--- src/rtl/mult_sequencer.sv ---
// Shift-add multiply sequencer for EX; product commits to hi/lo WIDTH+1 cycles after start is accepted.
// Stalls IF/ID/EX while running. Flush aborts without committing. start is ignored while RUN.
module mult_sequencer #(
    parameter int WIDTH  = 32,
    parameter bit SIGNED = 1'b1
) (
    input  logic             clk,
    input  logic             reset,
    input  logic             start,
    input  logic [WIDTH-1:0] src_a,
    input  logic [WIDTH-1:0] src_b,
    input  logic             flush,
    output logic             stall,
    output logic             busy,
    output logic             done,
    output logic [WIDTH-1:0] hi,
    output logic [WIDTH-1:0] lo
);

    localparam int CW = $clog2(WIDTH + 1);

    typedef enum logic [1:0] {S_IDLE, S_RUN, S_DONE} state_t;

    state_t             state_q, state_d;
    logic [WIDTH-1:0]   mcand_q, mcand_d;
    logic [WIDTH-1:0]   mplier_q, mplier_d;
    logic [2*WIDTH-1:0] acc_q, acc_d;
    logic [CW-1:0]      count_q, count_d;
    logic               neg_q, neg_d;
    logic [WIDTH-1:0]   hi_q, hi_d;
    logic [WIDTH-1:0]   lo_q, lo_d;

    logic [WIDTH-1:0]   abs_a, abs_b;
    logic [WIDTH:0]     sum;
    logic [2*WIDTH-1:0] acc_step;
    logic [2*WIDTH-1:0] prod;

    always_comb begin
        state_d  = state_q;
        mcand_d  = mcand_q;
        mplier_d = mplier_q;
        acc_d    = acc_q;
        count_d  = count_q;
        neg_d    = neg_q;
        hi_d     = hi_q;
        lo_d     = lo_q;

        // The most negative operand negates to itself, which read unsigned is the right magnitude.
        abs_a = (SIGNED && src_a[WIDTH-1]) ? -src_a : src_a;
        abs_b = (SIGNED && src_b[WIDTH-1]) ? -src_b : src_b;

        sum      = {1'b0, acc_q[2*WIDTH-1:WIDTH]} + (mplier_q[0] ? {1'b0, mcand_q} : '0);
        acc_step = {sum, acc_q[WIDTH-1:1]};
        prod     = neg_q ? -acc_step : acc_step;

        case (state_q)
            S_IDLE, S_DONE: begin
                if (start && !flush) begin
                    state_d  = S_RUN;
                    mcand_d  = abs_a;
                    mplier_d = abs_b;
                    neg_d    = SIGNED & (src_a[WIDTH-1] ^ src_b[WIDTH-1]);
                    acc_d    = '0;
                    count_d  = CW'(WIDTH);
                end else begin
                    state_d = S_IDLE;
                end
            end
            S_RUN: begin
                if (flush) begin
                    state_d = S_IDLE;
                end else begin
                    acc_d    = acc_step;
                    mplier_d = mplier_q >> 1;
                    count_d  = count_q - CW'(1);
                    if (count_q == CW'(1)) begin
                        state_d      = S_DONE;
                        {hi_d, lo_d} = prod;
                    end
                end
            end
            default: state_d = S_IDLE;
        endcase
    end

    always_ff @(posedge clk or negedge reset) begin
        if (!reset) begin
            state_q  <= S_IDLE;
            mcand_q  <= '0;
            mplier_q <= '0;
            acc_q    <= '0;
            count_q  <= '0;
            neg_q    <= 1'b0;
            hi_q     <= '0;
            lo_q     <= '0;
        end else begin
            state_q  <= state_d;
            mcand_q  <= mcand_d;
            mplier_q <= mplier_d;
            acc_q    <= acc_d;
            count_q  <= count_d;
            neg_q    <= neg_d;
            hi_q     <= hi_d;
            lo_q     <= lo_d;
        end
    end

    // Gated by reset so a held start cannot freeze the pipe while reset is low.
    assign stall = reset & (((state_q != S_RUN) & start & !flush) |
                            ((state_q == S_RUN) & !flush));
    assign busy  = (state_q == S_RUN);
    assign done  = (state_q == S_DONE);
    assign hi    = hi_q;
    assign lo    = lo_q;

endmodule

--- config.mk ---
export PLATFORM = sky130hd
export DESIGN_NAME = mult_sequencer
export DESIGN_NICKNAME = d
export VERILOG_FILES = /design/src/rtl/mult_sequencer.sv
export SDC_FILE = /design/constraint.sdc
export NUM_CORES = 1
export LEC_CHECK = 0
export CORE_MARGIN = 1
export CORE_UTILIZATION = 50
export CTS_BUF_LIST = sky130_fd_sc_hd__clkbuf_8 sky130_fd_sc_hd__clkbuf_16
export DETAILED_ROUTE_END_ITERATION = 8
export GPL_ROUTABILITY_DRIVEN = 0
export PLACE_DENSITY = 0.72
export SLEW_MARGIN = 15
export SYNTH_ARGS = -nofsm -noshare
export SYNTH_HDL_FRONTEND = slang
export SYNTH_SLANG_ARGS = --single-unit
--- constraint.sdc ---
create_clock -name clk -period 11.75 [get_ports clk]
set_input_delay 1.7625 -clock clk [delete_from_list [all_inputs] [get_ports clk]]
set_output_delay 1.7625 -clock clk [all_outputs]
set_load 0.02 [all_outputs]
Word level (Yosys, flattened, before mapping) --
Index checks and enable logic that the tools add are counted.
Operators by class: add/subtract/negate cells 5, bitwise gates (word level) 7, multiplexer cells 17, multipliers 0, div/mod/pow operators 0, eq/ne operators 7, reductions and logical operators 8, shifts and indexed selects 0, order comparisons 0
Operators with widths (number):
- $mux W64 | 3
- $mux W32 | 5
- $pmux W64 S2 | 1
- $neg A32 Y32 | 2
- $neg A64 Y64 | 1
- $pmux W32 S2 | 1
- $add A32 B32 Y33 | 1
- $mux W6 | 2
- $pmux W6 S2 | 1
- $eq A6 B1 Y1 const B | 1
- $reduce_and A3 Y1 | 2
- $sub A6 B1 Y6 const B | 1
- $and A1 B1 Y1 | 4
- $mux W2 | 2
- $ne A2 B2 Y1 const B | 2
- $pmux W2 S2 | 1
- $ne A3 B2 Y1 const B | 1
- $eq A2 B1 Y1 const B | 1
- $eq A2 B2 Y1 const B | 1
- $logic_not A2 Y1 | 1
- $ne A2 B1 Y1 const B | 1
- $reduce_and A2 Y1 | 1
- $reduce_bool A2 Y1 | 1
- $reduce_or A2 Y1 | 1
- other kinds (6) | 6
Word-level totals: register bits after elaboration 201, logic and storage cells 52, memory bits (writable) 0, memories kept 0, bits in latches 0, memory bits (read-only) 0, output and inout port bits 67

Logic depth before layout (Yosys ltp) --
Gate-level depths: netlist of run 1.
depth after elaboration 5, mapped depth 15

Least setup slack after synthesis of run 1 --
OpenSTA, ideal clock, no wires.
path type input to register, start input src_a[8], end register mcand_q[27], path slack 7161 ps, stages 8, buffers on the path 0, arrival time 4454 ps, cell sequence or4_1 > or4_1 > or3_1 > or4_1 > or4_1 > o21ai_0 > xor2_1 > o21ai_0
Between the ends: longest elaborated chain between the ends 2
Ends and longest elaborated chain:
- start, declared | RTL line 10 | input logic [WIDTH-1:0] src_a,
- $neg A32 Y32 | RTL line 49 | abs_a = (SIGNED && src_a[WIDTH-1]) ? -src_a : src_a;
- $mux W32 | RTL line 49
- end signal, assigned | RTL line 98 | mcand_q <= mcand_d;
- end, declared | RTL line 25 | logic [WIDTH-1:0] mcand_q, mcand_d;
No other way between the ends. A chain may end at the register's enable or synchronous reset.

Worst setup path after layout of run 1 --
start input flush, end output stall
Between the ends: longest elaborated chain between the ends 4, elaborated cells between the ends (all ways) 5, those cells by class bitwise (4); reduce/logical (1)
Ends and longest elaborated chain:
- start, declared | RTL line 12 | input logic flush,
- $logic_not A1 Y1 * | RTL line 109, 110
- $and A1 B1 Y1 (on tied branches) | RTL line 109, 110
- $or A1 B1 Y1 * | RTL line 109 | assign stall = reset & (((state_q != S_RUN) & start & !flush) |
- $and A1 B1 Y1 * | RTL line 109
- end, declared | RTL line 13 | output logic stall,
Every way passes the cells marked *; elsewhere a longest branch is shown, timed or not.

==> out/qor.yml, run 1 <==
die_width_um: 158.7
num_io_pins: 135
mappedNetlistArea_sq_um: 12270
critPathLaunchType: "input pin"
synth_instances: 1449
multi_input_comb_area_sq_um: 6925
cts_tree: "yes"
p_int_mw: 1.586
layout.filler_cells: 2133
tightestPinTransition_ns: 1.085
post_drt_wl_per_cell_um: 14.91
power.ir.vdd_worst_mv: 0.1071
drt_pass1_iterations: 6
skew_ns: 0.01243
number_of_antenna_violations_at_the_first_check_in_global_routing: 0
cts_htree_levels: 4
start_util_pct: 51.67
critical_path_type: "input pin to primary output"
cts_made_buffers: 17
dpl.hpwl_um: 20280
max-cap-violations: 0
cts.repair_timing.setup_buffer_count: 0
power.switching_fraction_pct: 39.51
fin_setup_tns_ns: 0
placement.io_buffers: 134
ant_nets: 0
design.final.nets: 1637
final_slew_viol_count: 0
fmax_ghz: 0.2022
grt_overflow_total: 0
seq_power_share_pct: 35.6
critical_path.most_common_cell: "clkdlybuf4s50_1"
sequential_cell_area_sq_um: 5005
number_of_instances_resized_during_post_cts_repair: 0
grt_first_pass_wirelength_um: 46740
final_cell_area_sq_um: 14430
syn-num-nets: 1555
final.period_utilization_pct: 42.09
layout-drive-gt1-share_pct: 4.469
crit_chain: "clkdlybuf4s50_1, nor3b_1, clkdlybuf4s50_1"
synth-edff-count: 0
synth.yosys.seq_area_share_pct: 40.78
top_usage_layer: "met1"
path_max_fanout: 7
detail_route.drc_violations: 0
antenna_diode_count: 0
hold_viol: 0
path_clk_slew_ns: 0.08
critPathArrivalTime_ns: 3.18
power_density_of_the_placed_cells_nw_per_um2: 181.7
max-clock-path-buffers: 2
critical_path.top_delay_family: "buffers and inverters"
drt_first_iter_violations: 706
vias: 10313
global_route.usage.total_pct: 23.26
finalWorstPathRequiredPeriod_ns: 4.945
wl_um: 27770
clkLatencyLatePin_ns: 0.44
p_comb_share_pct: 41.3
run_status: "finished, final reports clean"
critical_path.endpoint_type: "primary output"
count_of_synthesis_stage_warnings_from_yosys: 0
ys_dominant_reg_cell: "dfrtp_1"
synth_most_common_cell: "nand2_1"
clock_tree.root_cell: "clkbuf_16"
most_area_hungry_cell_type_in_the_yosys_netlist: "dfrtp_1"
cts-hold-fix-buffers: 0
crit_path_max_incr_delay_ns: 0.63
ys_top_cells_by_area: "dfrtp_1 (41%), o21ai_0 (8.8%), nand2_1 (8.8%)"
netlist-cell-type-count: 79
rsz0062_at_grt: "false"
placedInstanceArea_sq_um: 13790
required_time_worst_endpoint_ns: 9.99
worstHoldPathType: "flip-flop to flip-flop"
area_enclosed_by_the_die_boundary_sq_um: 25180
total_leakage_power_nw: 6.278
cts_sinks: 200
vertical_die_dimension_um: 158.7
grt_use_met3_pct: 2.776
power_switching_mw: 1.036
timing.max_slew.rel_slack_pct: 27.67
core_footprint_sq_um: 23750
power_frac_clock_pct: 23.1
fp-row-count: 56
grtUsageMet1_pct: 35.46
netlist_top_cells_count: "nand2_1 (288), o21ai_0 (217), dfrtp_1 (200), xor2_1 (110)"
avgSynthCellArea_sq_um: 8.470
timing.critical_path.buf_inv: 2
detail_route.vias_per_cell: 5.536
area.growth.synth_to_final_pct: 17.57
critPathSlowestCell: "clkdlybuf4s50_1"
report.final.setup_viol: 0
synthArstFlopShare_pct: 100.0
ys_ff_latch: 200
grt.met2_usage_pct: 34.65
grt_pass1_vias: 9407
synth.top_cell.area_share_pct: 40.78
maximum_number_of_pins_on_one_net_before_global_route_repair: 128
-- worst register-to-register path: stages (launching register included) --
cell      delay (ns)
dfrtp_1         0.66
and2_1          0.32
ha_1            0.23
fa_1            0.42
a211oi_2        0.31
o21ai_2         0.19
a311oi_1        0.40
and4b_1         0.28
or2_2           0.31
xnor2_1         0.37
nand4_1         0.21
or2_2           0.38
o41ai_1         0.44
xor2_1          0.19
o21ai_1         0.07
-- cells by family after synthesis --
logic type,after synthesis,synth area share [%]
mux,5,0.4180
xor+xnor,149,10.63
fa+ha+maj,38,3.935
simple gates,529,19.99
flops,200,40.78
buf+inv,95,2.916
compound gates,433,21.33
-- flip-flops by register name, summed over array words and instances (netlist names) --
signal    cells
neg_q         1
mcand_q      32
mplier_q     32
count_q       6
lo           32
state_q       2
hi           32
acc_q        63
-- power groups by stage --
stage / Clock, mW / Sequential [mW] / Combinational (mW)
after floorplan: 0 / 0.984 / 0.691
after global placement: 0 / 0.943 / 1.05
after detailed placement: 0 / 0.947 / 1.07
after CTS: 0.616 / 0.935 / 1.08
after global routing: 0.641 / 0.958 / 1.20
final: 0.606 / 0.934 / 1.08
-- cells in the final DEF, fill, tap and decap left out, types with 4 or more instances in the layout --
master           Yosys  layout
a211oi_1             7       7
a21o_1               8       8
a21oi_1             78      78
a22o_1              16      16
a31oi_1              4       4
and2_1              40      40
and3_1               4       4
and4_1               4       4
buf_4                0       7
clkbuf_16            0      17
clkdlybuf4s50_1      0     133
clkinv_8             0       4
dfrtp_1            200     200
ha_1                37      37
inv_1               14      14
inv_8                0       4
mux2i_1              4       4
nand2_1            288     287
nand2b_1             7       7
nand3_1             16      16
nand4_1             10      10
nor2_1              78      77
nor2b_1              5       5
nor3_1              11      11
nor3b_1              4       4
nor4_1              10      10
o211ai_1             5       5
o21ai_0            217     217
o21ai_1              8       8
o31ai_1             35      35
o41ai_1             12      12
or2_2                7       7
or3_1               14      14
or4_1               19      19
xnor2_1             39      39
xor2_1             110     110
-- through the flow --
| stage | hold WS, ns | power [mW] | std cells | worst slack [ns] | util [%] |
|---|---|---|---|---|---|
| finish | 0.4769 | 2.622 | 1863 | 6.805 | 60.75 |
| global route | 0.4941 | 2.801 | 1863 | 6.484 | 60.75 |
| CTS | 0.4802 | 2.628 | 1862 | 6.750 | 60.63 |
| detailed placement | 0.4627 | 2.018 | 1830 | 6.304 | 58.04 |
| global placement | 0.4526 | 1.992 | 1830 | 6.377 | 58.04 |
| floorplan | 0.4418 | 1.676 | 1449 | 7.161 | - |
-- layout make-up --
class,instances,share of cell area [%]
inverters,16,0.4162
clock buffers,17,2.948
multi-input cells,1154,48.00
flip-flops and latches,200,34.69
clock inverters,15,1.309
well taps,319,2.766
repair buffers,142,9.877
-- per-layer routing --
| layer | vias to the layer above | part of all wire [%] |
|---|---|---|
| met3 | 24 | 4.2 |
| li1 | 5269 | - |
| met2 | 235 | 43 |
| met5 | - | 0 |
| met4 | 0 | 1.0 |
| met1 | 4785 | 52 |
-- path summary, 6_finish.rpt --
path	start	endpoint	slack (ns)	cells past startpoint
max	flush	stall	6.80	3
min	mcand_q[22]	mcand_q[22]	0.48	2
max reg2reg	mplier_q[0]	hi[31]	6.82	14
min reg2reg	mcand_q[22]	mcand_q[22]	0.48	2
max in group asynchronous	reset	acc_q[45]	9.07	2
min in group asynchronous	reset	mplier_q[13]	1.34	1
Note: power is estimated with default switching activity, not from simulation.
==> run 2: changes to the inputs <==
--- a/config.mk
+++ b/config.mk
@@ -10,7 +10,7 @@
 export CTS_BUF_LIST = sky130_fd_sc_hd__clkbuf_8 sky130_fd_sc_hd__clkbuf_16
 export DETAILED_ROUTE_END_ITERATION = 8
 export GPL_ROUTABILITY_DRIVEN = 0
-export PLACE_DENSITY = 0.72
+export PLACE_DENSITY = 0.75
 export SLEW_MARGIN = 15
 export SYNTH_ARGS = -nofsm -noshare
 export SYNTH_HDL_FRONTEND = slang
==> constraint.sdc (replaced) <==
create_clock -name clk -period 4.4 [get_ports clk]
set_input_delay 0.66 -clock clk [delete_from_list [all_inputs] [get_ports clk]]
set_output_delay 0.66 -clock clk [all_outputs]
set_load 0.02 [all_outputs]
==> out/qor.yml, run 2 (synthesis results as in run 1) <==
run_status: "finished, final reports clean"
report.final.setup_viol: 0  # unchanged
cts_sinks: 200  # unchanged
area.growth.synth_to_final_pct: 19.66
clkLatencyLatePin_ns: 0.45  # about the same
postLayoutSetupSlackWorst_ns: 0.2015  # -6.603 ns
critPathSlowestCell: "or4_1"
antenna_diode_count: 0  # unchanged
final_slew_viol_count: 0  # unchanged
worstHoldPathType: "input pin to asynchronous set/reset pin"
power.total_mw: 7.316  # +180%
power_frac_clock_pct: 23.2  # about the same
cts_tree: "yes"
critical_path.endpoint_type: "flip-flop"
post_layout_nonfiller_instances: 1887  # +1.3%
final.period_utilization_pct: 95.42
power_density_of_the_placed_cells_nw_per_um2: 498.2  # +170%
number_of_antenna_violations_at_the_first_check_in_global_routing: 0  # unchanged
wl_um: 28980  # +4.4%
layout-drive-gt1-share_pct: 6.122  # +1.7 points
power_switching_mw: 2.963  # +190%
fp-row-count: 56  # unchanged
detail_route.vias_per_cell: 5.564  # +0.52%
grt_overflow_total: 0  # unchanged
sequential_cell_area_sq_um: 5005  # unchanged
required_time_worst_endpoint_ns: 4.71  # -5.28 ns
maximum_number_of_pins_on_one_net_before_global_route_repair: 160  # +25%
path_clk_slew_ns: 0.09  # about the same
grt_first_pass_wirelength_um: 48620  # +4.0%
max-cap-violations: 0  # unchanged
power.switching_fraction_pct: 40.50  # +0.99 points
placement.io_buffers: 134  # unchanged
cts_htree_levels: 4  # unchanged
vertical_die_dimension_um: 158.7  # unchanged
drt_pass1_iterations: 4  # -2
post_drt_wl_per_cell_um: 15.36  # +3.0%
p_comb_share_pct: 42.6  # +1.3 points
area_enclosed_by_the_die_boundary_sq_um: 25180  # unchanged
detail_route.drc_violations: 0  # unchanged
seq_power_share_pct: 34.1  # -1.5 points
hold_viol: 0  # unchanged
total_leakage_power_nw: 6.430  # +2.4%
critical_path_type: "flip-flop to flip-flop"
clock_tree.root_cell: "clkbuf_16"
path_max_fanout: 11  # +4
number_of_flip_flops_in_the_largest_register: 63  # unchanged
holdWs_ns: 0.1433  # -0.3336 ns
vias: 10500  # +1.8%
layout.filler_cells: 2076  # -2.7%
p_int_mw: 4.353  # +170%
grt_pass1_vias: 9816  # +4.3%
tightestPinTransition_ns: 1.078  # -0.006719 ns
crit_path_max_incr_delay_ns: 0.52  # -0.11 ns
max-clock-path-buffers: 2  # unchanged
timing.max_slew.rel_slack_pct: 27.89  # +0.22 points
skew_ns: 0.01444  # +0.002006 ns
ant_nets: 0  # unchanged
critical_path.most_common_cell: "and4_1"
critPathArrivalTime_ns: 4.51  # +1.33 ns
cts_made_buffers: 17  # unchanged
drt_first_iter_violations: 687  # -2.7%
power.ir.vdd_worst_mv: 0.2638  # +150%
fmax_ghz: 0.2382
design.final.nets: 1661  # +1.5%
multi_input_comb_area_sq_um: 6950  # +0.36%
start_util_pct: 51.67  # unchanged
finalWorstPathRequiredPeriod_ns: 4.199
global_route.usage.total_pct: 24.27  # +1.0 points
cts.repair_timing.setup_buffer_count: 0  # unchanged
leading_cell_type_in_the_layout_fill_and_taps_excluded: "nand2_1"
detailedPlace.worstSlack_ns: 0.2004  # -6.104 ns
largest_register: "acc_q"
critPathLaunchType: "flip-flop"
final_cell_mix: "nand2_1 (287), o21ai_0 (217), dfrtp_1 (200)"
dpl.hpwl_um: 21270  # +4.9%
core_footprint_sq_um: 23750  # unchanged
num_io_pins: 135  # unchanged
die_width_um: 158.7  # unchanged
reg2reg_slack_ns: 0.20  # -6.62 ns
crit_chain: "and2_1, ha_1, fa_1, a211oi_4, o21ai_2, and4_1, or4_1, o211ai_2, and4_1, nand3_1, or2_2, o41ai_2, xor2_1, o21ai_1"
post-place-cells: 1855  # +1.4%
run 2: cell type report:
type / count / area share [%]
Clock buffer: 17 / 2.897
Multi-Input combinational cell: 1154 / 47.33
Tap cell: 319 / 2.718
Sequential cell: 200 / 34.08
Timing Repair Buffer: 166 / 10.97
Inverter: 16 / 0.4090
Clock inverter: 15 / 1.602
run 2: worst max-delay path: cells and delay by family (launching register included):
kind	cells	cell delay, ns
AOI/OAI and AO/OA	5	0.99
xor gates and xnor gates	1	0.19
adders and majority gates	2	0.67
DFF	1	0.48
and+or+nand+nor	6	1.76
run 2: power by group through the flow:
stage               registers, mW  clock network (mW)  logic, mW
detailed placement           2.53                   0       3.06
CTS                          2.50                1.72       3.08
global route                 2.55                1.79       3.44
global placement             2.52                   0       2.99
finish                       2.50                1.70       3.12
floorplan                    2.63                   0       1.85
run 2: timing repair:
| action | 4_1_cts | 5_1_grt |
|---|---|---|
| endpoints found under the setup margin | 0 | 3 |
| hold buffers | 0 | 0 |
| resized for setup | 0 | 4 |
run 2: stage by stage:
step                      setup TNS (ns)  area (sq um)  util [%]
after global placement                 0         14000     58.94
after detailed placement               0         14000     58.94
after CTS                              0         14660     61.72
final                                  0         14690     61.83
after global routing           -0.002517         14690     61.83
after floorplan                        0         12270         -
run 2: routing by layer:
| metal | global-route usage [%] | vias up | wire [um] |
|---|---|---|---|
| met5 | 0 | - | 0 |
| met2 | 36.74 | 273 | 12620 |
| met3 | 2.749 | 30 | 1464 |
| met4 | 6.273 | 0 | 338 |
| met1 | 36.69 | 4900 | 14560 |
| li1 | - | 5297 | - |
run 2: path summary, 6_finish.rpt:
check | startpoint | to | cells after the start
worst max-delay path | mplier_q[0] | hi[31] | 14
worst min-delay path | reset | mplier_q[12] | 1
worst max register to register | mplier_q[0] | hi[31] | 14
worst min register to register | hi[16] | hi[16] | 2
max in group asynchronous | reset | hi[26] | 2
min in group clk | hi[16] | hi[16] | 2
==> run 3: changes to the inputs <==
--- a/config.mk
+++ b/config.mk
@@ -5,6 +5,7 @@
 export SDC_FILE = /design/constraint.sdc
 export NUM_CORES = 1
 export LEC_CHECK = 0
+export ABC_CLOCK_PERIOD_IN_PS = 4400
 export CORE_MARGIN = 1
 export CORE_UTILIZATION = 50
 export CTS_BUF_LIST = sky130_fd_sc_hd__clkbuf_8 sky130_fd_sc_hd__clkbuf_16
==> results of run 3 <==
Same layout as run 2: the final DEF is identical, and so are final timing and power.
